## config.mk

```make
export PLATFORM = sky130hd
export DESIGN_NAME = eval_sequencer
export DESIGN_NICKNAME = d
export VERILOG_FILES = /design/src/rtl/eval_sequencer.sv
export SDC_FILE = /design/constraint.sdc
export NUM_CORES = 2
export LEC_CHECK = 0
export CAP_MARGIN = 20
export CORE_MARGIN = 4
export CORE_UTILIZATION = 45
export CTS_CLUSTER_DIAMETER = 200
export DETAILED_ROUTE_END_ITERATION = 12
export SYNTH_ARGS = -nofsm -noshare
export SYNTH_HDL_FRONTEND = slang
export SYNTH_SLANG_ARGS = --single-unit
export TNS_END_PERCENT = 100
```

## constraint.sdc

```tcl
create_clock -name iClock -period 8.1 [get_ports iClock]
set_input_delay 1.62 -clock iClock [delete_from_list [all_inputs] [get_ports iClock]]
set_output_delay 1.62 -clock iClock [all_outputs]
set_load 0.02 [all_outputs]
```

## src/rtl/eval_sequencer.sv

```systemverilog
// Byte-driven stimulus/response sequencer: assemble a stimulus word from received bytes,
// settle, capture DEPTH responses, stream them out bytewise. Optional RECV timeout: EVAL_SEQUENCER_RX_TIMEOUT_EN.
module eval_sequencer #(
    parameter int IN_WIDTH       = 8,
    parameter int OUT_WIDTH      = 8,
    parameter int DEPTH          = 256,
    parameter int SETTLE_CYCLES  = 4,
    parameter int SAMPLE_DIV     = 1,
    parameter int TIMEOUT_CYCLES = 50000000
) (
    input  logic                 iClock,
    input  logic                 iReset,
    input  logic                 iRxDone,
    input  logic [7:0]           iRxData,
    output logic                 oTxSend,
    output logic [7:0]           oTxData,
    input  logic                 iTxDone,
    output logic [IN_WIDTH-1:0]  oStimulus,
    input  logic [OUT_WIDTH-1:0] iResponse,
    output logic                 oBusy,
    output logic                 oDone,
    output logic [2:0]           oState
);
    // state    | meaning
    // IDLE     | wait for first stimulus byte
    // RECV     | collect remaining stimulus bytes
    // SETTLE   | stimulus applied, wait SETTLE_CYCLES
    // SAMPLE   | capture DEPTH responses every SAMPLE_DIV clocks
    // SEND     | present one response byte
    // WAIT_TX  | wait for transmitter acknowledge
    localparam int BYTES_IN  = (IN_WIDTH + 7) / 8;
    localparam int BYTES_OUT = (OUT_WIDTH + 7) / 8;
    localparam int ADDR_W    = $clog2(DEPTH);
    localparam int TOTAL     = DEPTH * BYTES_OUT;
    localparam int BCNT_W    = $clog2(TOTAL + 1);
    localparam int LANE_W    = (BYTES_IN > 1) ? $clog2(BYTES_IN) : 1;
    localparam int OLANE_W   = (BYTES_OUT > 1) ? $clog2(BYTES_OUT) : 1;

    if (IN_WIDTH < 1 || IN_WIDTH > 32 || OUT_WIDTH < 1 || OUT_WIDTH > 32 || DEPTH < 2 ||
        DEPTH > 65536 || SETTLE_CYCLES < 1 || SETTLE_CYCLES > 255 || SAMPLE_DIV < 1 ||
        SAMPLE_DIV > 65535 || TIMEOUT_CYCLES < 2) begin : g_bad_param
        $error("eval_sequencer: parameter out of range");
    end

    typedef enum logic [2:0] {
        S_IDLE    = 3'd0,
        S_RECV    = 3'd1,
        S_SETTLE  = 3'd2,
        S_SAMPLE  = 3'd3,
        S_SEND    = 3'd4,
        S_WAIT_TX = 3'd5
    } state_t;

    state_t                 r_state, w_next;
    logic [BYTES_IN*8-1:0]  r_asm, w_asm_next;
    logic [LANE_W-1:0]      r_lane;
    logic [IN_WIDTH-1:0]    r_stim;
    logic [7:0]             r_set;
    logic [15:0]            r_div;
    logic [ADDR_W-1:0]      r_addr;
    logic [OLANE_W-1:0]     r_olane;
    logic [BCNT_W-1:0]      r_bcnt;
    logic                   r_done;
    logic [OUT_WIDTH-1:0]   r_mem [DEPTH];
    logic [BYTES_OUT*8-1:0] w_word;
    logic w_last_lane, w_last_addr, w_last_byte, w_wr, w_enter_settle, w_tmo_expire;

    assign w_last_lane    = (int'(r_lane) == BYTES_IN - 1);
    assign w_last_addr    = (r_addr == ADDR_W'(DEPTH - 1));
    assign w_last_byte    = (r_bcnt == BCNT_W'(TOTAL - 1));
    assign w_wr           = (r_state == S_SAMPLE) && (r_div == 16'd0);
    assign w_enter_settle = (w_next == S_SETTLE) && (r_state != S_SETTLE);

`ifdef EVAL_SEQUENCER_RX_TIMEOUT_EN
    logic [31:0] r_tmo;
    assign w_tmo_expire = (r_state == S_RECV) && !iRxDone && (r_tmo == 32'd0);

    // Reloaded outside RECV so the count is full on entry, and on every byte inside it
    always_ff @(posedge iClock or posedge iReset) begin
        if (iReset)
            r_tmo <= '0;
        else if (r_state != S_RECV || iRxDone)
            r_tmo <= 32'(TIMEOUT_CYCLES - 1);
        else if (r_tmo != 32'd0)
            r_tmo <= r_tmo - 1'b1;
    end
`else
    assign w_tmo_expire = 1'b0;
`endif

    always_comb begin
        w_asm_next = r_asm;
        w_asm_next[int'(r_lane)*8 +: 8] = iRxData;
    end

    always_ff @(posedge iClock or posedge iReset) begin
        if (iReset) r_state <= S_IDLE;
        else        r_state <= w_next;
    end

    always_comb begin
        w_next = r_state;
        case (r_state)
            S_IDLE:    if (iRxDone) w_next = (BYTES_IN > 1) ? S_RECV : S_SETTLE;
            S_RECV:    if (iRxDone && w_last_lane) w_next = S_SETTLE;
                       else if (w_tmo_expire)      w_next = S_IDLE;
            S_SETTLE:  if (r_set == 8'd0) w_next = S_SAMPLE;
            S_SAMPLE:  if (w_wr && w_last_addr) w_next = S_SEND;
            S_SEND:    w_next = S_WAIT_TX;
            S_WAIT_TX: if (iTxDone) w_next = w_last_byte ? S_IDLE : S_SEND;
            default:   w_next = S_IDLE;
        endcase
    end

    always_ff @(posedge iClock or posedge iReset) begin
        if (iReset) begin
            r_asm   <= '0;
            r_lane  <= '0;
            r_stim  <= '0;
            r_set   <= '0;
            r_div   <= '0;
            r_addr  <= '0;
            r_olane <= '0;
            r_bcnt  <= '0;
            r_done  <= 1'b0;
        end else begin
            r_done <= 1'b0;
            case (r_state)
                S_IDLE, S_RECV: begin
                    if (iRxDone) begin
                        r_asm  <= w_asm_next;
                        r_lane <= r_lane + 1'b1;
                    end else if (w_tmo_expire) begin
                        r_asm  <= '0;
                        r_lane <= '0;
                    end
                end
                S_SETTLE: if (r_set != 8'd0) r_set <= r_set - 1'b1;
                S_SAMPLE: begin
                    if (w_wr) begin
                        if (w_last_addr) begin
                            r_addr  <= '0;
                            r_olane <= '0;
                            r_bcnt  <= '0;
                        end else begin
                            r_addr <= r_addr + 1'b1;
                            r_div  <= 16'(SAMPLE_DIV - 1);
                        end
                    end else begin
                        r_div <= r_div - 1'b1;
                    end
                end
                S_WAIT_TX: begin
                    if (iTxDone) begin
                        if (w_last_byte) begin
                            r_done  <= 1'b1;
                            r_bcnt  <= '0;
                            r_addr  <= '0;
                            r_olane <= '0;
                        end else begin
                            r_bcnt <= r_bcnt + 1'b1;
                            if (int'(r_olane) == BYTES_OUT - 1) begin
                                r_olane <= '0;
                                r_addr  <= r_addr + 1'b1;
                            end else begin
                                r_olane <= r_olane + 1'b1;
                            end
                        end
                    end
                end
                default: ;
            endcase
            // Stimulus takes the word including the byte arriving this cycle
            if (w_enter_settle) begin
                r_stim <= w_asm_next[IN_WIDTH-1:0];
                r_lane <= '0;
                r_set  <= 8'(SETTLE_CYCLES - 1);
                r_div  <= '0;
                r_addr <= '0;
            end
        end
    end

    always_ff @(posedge iClock) begin
        if (w_wr) r_mem[r_addr] <= iResponse;
    end

    assign w_word    = (BYTES_OUT*8)'(r_mem[r_addr]);
    assign oTxSend   = (r_state == S_SEND);
    assign oTxData   = (r_state == S_SEND) ? w_word[int'(r_olane)*8 +: 8] : 8'h00;
    assign oStimulus = r_stim;
    assign oBusy     = (r_state != S_IDLE);
    assign oDone     = r_done;
    assign oState    = r_state;
endmodule

```

# Word level (Yosys, flattened, before mapping)
# Memory sizes are Yosys's and may differ from the RTL's.
# Cells that the tools add are included.
[totals]
reg_bits = 63
ramBits = 2048
output_inout_bits = 22
word_cells = 103
mem_count = 1
[mem_list]
columns = ["name", "depth", "width", "read_ports", "rd_clocked_by_memory_dff", "wr", "line", "text"]
rows = [
  ["r_mem", 256, 8, 1, 0, 1, "64", "logic [OUT_WIDTH-1:0] r_mem [DEPTH];"],
]
[classes]
add_sub_neg = 7
n_eq_ne = 16
n_shift = 3
n_mux = 42
bitwise_logic = 1
n_reduce_logical = 23
[ops]
columns = ["operator", "n"]
rows = [
  ["$mux W8", 10],
  ["$mux W16", 4],
  ["$mux W9", 4],
  ["$neg A4 Y33", 1],
  ["$shift A8 B33 Y8 const A", 1],
  ["$shiftx A8 B33 Y8", 1],
  ["$mux W3", 6],
  ["$pmux W3 S6", 1],
  ["$pmux W9 S2", 1],
  ["$logic_not A16 Y1", 1],
  ["$pmux W8 S2", 1],
  ["$sub A16 B1 Y16 const B", 1],
  ["$mux W1", 13],
  ["$reduce_bool A2 Y1", 6],
  ["$add A9 B1 Y9 const B", 1],
  ["$eq A3 B2 Y1 const B", 3],
  ["$eq A9 B8 Y1 const B", 1],
  ["$add A8 B1 Y8 const B", 1],
  ["$bwmux W8", 1],
  ["$eq A8 B8 Y1 const B", 1],
  ["$logic_not A8 Y1", 1],
  ["$reduce_and A2 Y1", 4],
  ["$reduce_and A4 Y1", 2],
  ["$reduce_bool A8 Y1", 1],
  ["15 further kinds", 25],
]

# Logic depth before layout (Yosys ltp)
[logic_depth]
ltp_word = 9
ltp_mapped = 12
ltp_nobuf = 8

# Worst setup path after synthesis
# No wires, ideal clock.
[synth_path]
path_type = "register to output"
start = "register r_addr[0]"
end = "output oTxData[1]"
arrival_ns = 2.522
path_slack_ns = 3.958
path_stages_with_launch = 10
path_buffers = 4
cell_sequence = "dfrtp_1 buf_6 buf_6 buf_6 buf_4 mux4_2 a222oi_1 a21oi_1 o41ai_2 nand3_1"
[synth_between]
elab_chain_cells = 3
[synth_lines]
columns = ["element", "line", "text"]
rows = [
  ["start: declaration", "60", "logic [ADDR_W-1:0] r_addr;"],
  ["start signal: assignment", "146", "r_addr <= r_addr + 1'b1;"],
  ["start signal: assignment", "164", "r_addr <= r_addr + 1'b1;"],
  ["$mem_v2 Z256 W8", "n/a", ""],
  ["$shiftx A8 B5 Y8", "190", "assign oTxData = (r_state == S_SEND) ? w_word[int'(r_olane)*8 +: 8] : 8'h00;"],
  ["$mux W8", "190", ""],
  ["end: declaration", "16", "output logic [7:0] oTxData,"],
]
# No other way between the ends.

# Worst setup path in the final report
[layout_path]
start = "register r_addr[1]"
end = "output oTxData[0]"
# Same word-level chain as after synthesis.

==> results by group <==
Power
  • P per Cell Area: 289 nW/um^2
  • Leak Pwr: 28.4 nW
  • Peak VDD IR: 0.245 mV
  • Total Power: 26.9 mW

Routing
  • Residual DRC count: 0
  • Remaining antenna violation count after routing: 0
  • Via-to-Cell Ratio: 6.28
  • Post-Route WL: 247,000 um
  • Starting DRC count in detailed routing: 6,361
  • WL/cell: 35.4 um
  • Vias post-DR: 43,700
  • Router iterations before antenna repair: 6

Logic synthesis
  • Area leader, netlist: edfxtp_1
  • Asr flop ratio synth: 0.0294
  • Prevailing post-synth register cell: edfxtp_1
  • Top cells by count, synth: 2,048 x edfxtp_1, 445 x mux4_2, 334 x nor2_1
  • Post-Syn Instances: 4,185
  • Synth Register Bits: 2,110
  • Number of synthesis warnings: 0
  • Top cell type's share of synthesized area: 0.740
  • Seq/Total Area, Yosys: 0.759
  • Largest cells by area after synthesis: edfxtp_1 74%, mux4_2 12%, mux2i_1 1.9%, dfrtp_1 1.9%, nor2_1 1.5%
  • Post-synthesis cell area: 83,100 um^2
  • Mapped Avg Cell Area: 19.9 um^2
  • Post-synth EDFFs: 2,048
  • Yosys cell types: 79
  • Top-count cell post-synth: edfxtp_1
  • Synth Net Count: 4,213

Timing
  • Final setup vio count: 0
  • RSZ-0062 raised after global routing: no
  • Final Cycle Share: 0.996
  • Worst hold margin: 0.484 ns
  • Max Slew Vio Count: 0
  • Post-route minimum period: 8.07 ns
  • Relative slew slack: 0.214
  • Worst-margin pin slew: 1.18 ns
  • F_max: 124 MHz
  • Hold Vio Cnt, Final: 0
  • Clock skew: 0.0487 ns
  • Fin Setup TNS: 0 ns
  • Slack of the critical path: 0.0286 ns

Layout
  • Finished Cell Area: 93,000 um^2
  • Final core occ: 0.508
  • Area Overhead vs Synth: 12.0%
  • Share of cells above drive strength 1: 0.208
  • Final non-filler cell total: 6,956
  • Nets: 4,349

Clocking
  • H-tree Lvls: 4
  • CTS tree: built
  • Clk_lat worst skew: 0.86 ns
  • Post CTS Setup Buffer Count: 0
  • CTS root buffer: clkbuf_16
  • Max Buffers Root-to-Sink: 3
  • Cts hold-fix bufs: 0
  • Cts bufs inserted: 211
  • Clock sink count: 2,110
  • Worst-path clk slew: 0.06 ns
  • Resized Gates After CTS: 0

Placed design
  • Placed Area: 86,500 um^2
  • GPL Wtd Cong: 0.936
  • DP Cell Count: 6,567
  • DP Wirelength: 159,000 um
  • Port Buf Inserts: 41
  • Pre-CTS setup slack: 1.06 ns

Floorplanning
  • Chip height: 438 um
  • Die width: 438 um
  • Row cnt: 157
  • Die area: 192,000 um^2
  • Initial Util: 0.453
  • Core Box Area: 183,000 um^2
  • I/O pin count: 42

GRT
  • Initial antenna violation count: 8
  • Grt total ovfl: 0
  • First-pass GRT wire length: 343,000 um
  • Gr usage total: 0.255
  • Largest net degree at the start of global routing: 153
  • Vias in the first global route: 42,400

Setup path
  • Critical Path AT: 6.45 ns
  • Critical Path Sink Type: primary output
  • CP max FO: 42
  • Kind of critical path: flip-flop to primary output
  • Worst setup SP type: flip-flop
  • Worst Path Required: 6.48 ns

Worst hold path
  • Worst Hold Class: flip-flop to flip-flop

Status
  • Status: complete, no violations

Job
  • Maxcap violations: 0
==> final timing paths <==
path / from / endpoint / slack (ns) / depth (start not counted)
setup / recovery: r_addr[1]$_DFFE_PP0P_ / oTxData[0] / 0.03 / 9
hold / removal: oStimulus[1]$_DFFE_PP0N_ / oStimulus[1]$_DFFE_PP0N_ / 0.48 / 2
setup reg to reg: r_addr[1]$_DFFE_PP0P_ / r_mem[255][4]$_DFFE_PP_ / 3.06 / 6
hold reg to reg: oStimulus[1]$_DFFE_PP0N_ / oStimulus[1]$_DFFE_PP0N_ / 0.48 / 2
max in group asynchronous: iReset / r_addr[0]$_DFFE_PP0P_ / 6.03 / 3
min in group asynchronous: iReset / oDone$_DFF_PP0_ / 1.38 / 3
==> cells in the final DEF (no fill, tap or decap), types with 33 or more instances in the layout <==
cell	count
a21oi_1	63
clkinv_2	40
nand3_1	82
mux2i_1	158
dfrtp_1	56
a22oi_1	85
edfxtp_1	2048
buf_4	117
clkdlybuf4s50_1	33
clkbuf_16	213
mux4_2	445
clkinv_1	45
o21ai_0	52
clkbuf_1	58
nand2_1	194
nor2_1	332
==> logic make-up after synthesis <==
family / Yosys count / share of synthesized area
buffers and inverters: 267 / 0.0179
flip-flops: 2110 / 0.759
AND/OR/NAND/NOR: 764 / 0.0417
adder cells (fa/ha/maj): 8 / 0.00120
AO/OA/AOI/OAI: 378 / 0.0322
XOR/XNOR: 24 / 0.00253
multiplexers: 634 / 0.146
==> worst max-delay path: stages (launching register included) <==
cell and delay, ns:
dfrtp_4 1.09, buf_4 0.67, mux4_2 0.40, nand2_1 0.11, a21boi_0 0.32, a2111oi_0 1.04, o21ai_0 0.59, nor3_1 0.33
a41oi_1 0.34, clkdlybuf4s50_1 0.65
==> state kept, by name, summed over array words and instances, names as in the netlist <==
name / cells
r_addr: 8
r_set: 8
oDone: 1
r_div: 16
r_mem: 2048
r_lane: 1
oState: 3
r_asm: 8
oStimulus: 8
r_bcnt: 9
==> per-layer routing <==
metal  global-route usage  wire [um]
met1                0.358      97000
met2                0.381     111000
met3               0.0664      25900
met4                0.112      12400
met5                    0         13
==> report_power, final <==
part           leakage [nW]  internal (mW)  switching (mW)
Clock                  3.19           5.19            4.14
Combinational          6.01           2.18            3.19
Sequential             19.2           12.0           0.182
==> area by class of cell <==
type	instances	area, um^2
diodes	2	5.00
clock buffers	276	5620
clock inverters	106	910
fillers	14600	90200
inverters	15	60.1
multi-input cells	1808	18700
flip-flops and latches	2110	63100
well taps	2464	3080
repair buffers	175	1640
No activity file was read; power rests on OpenSTA's default activity.
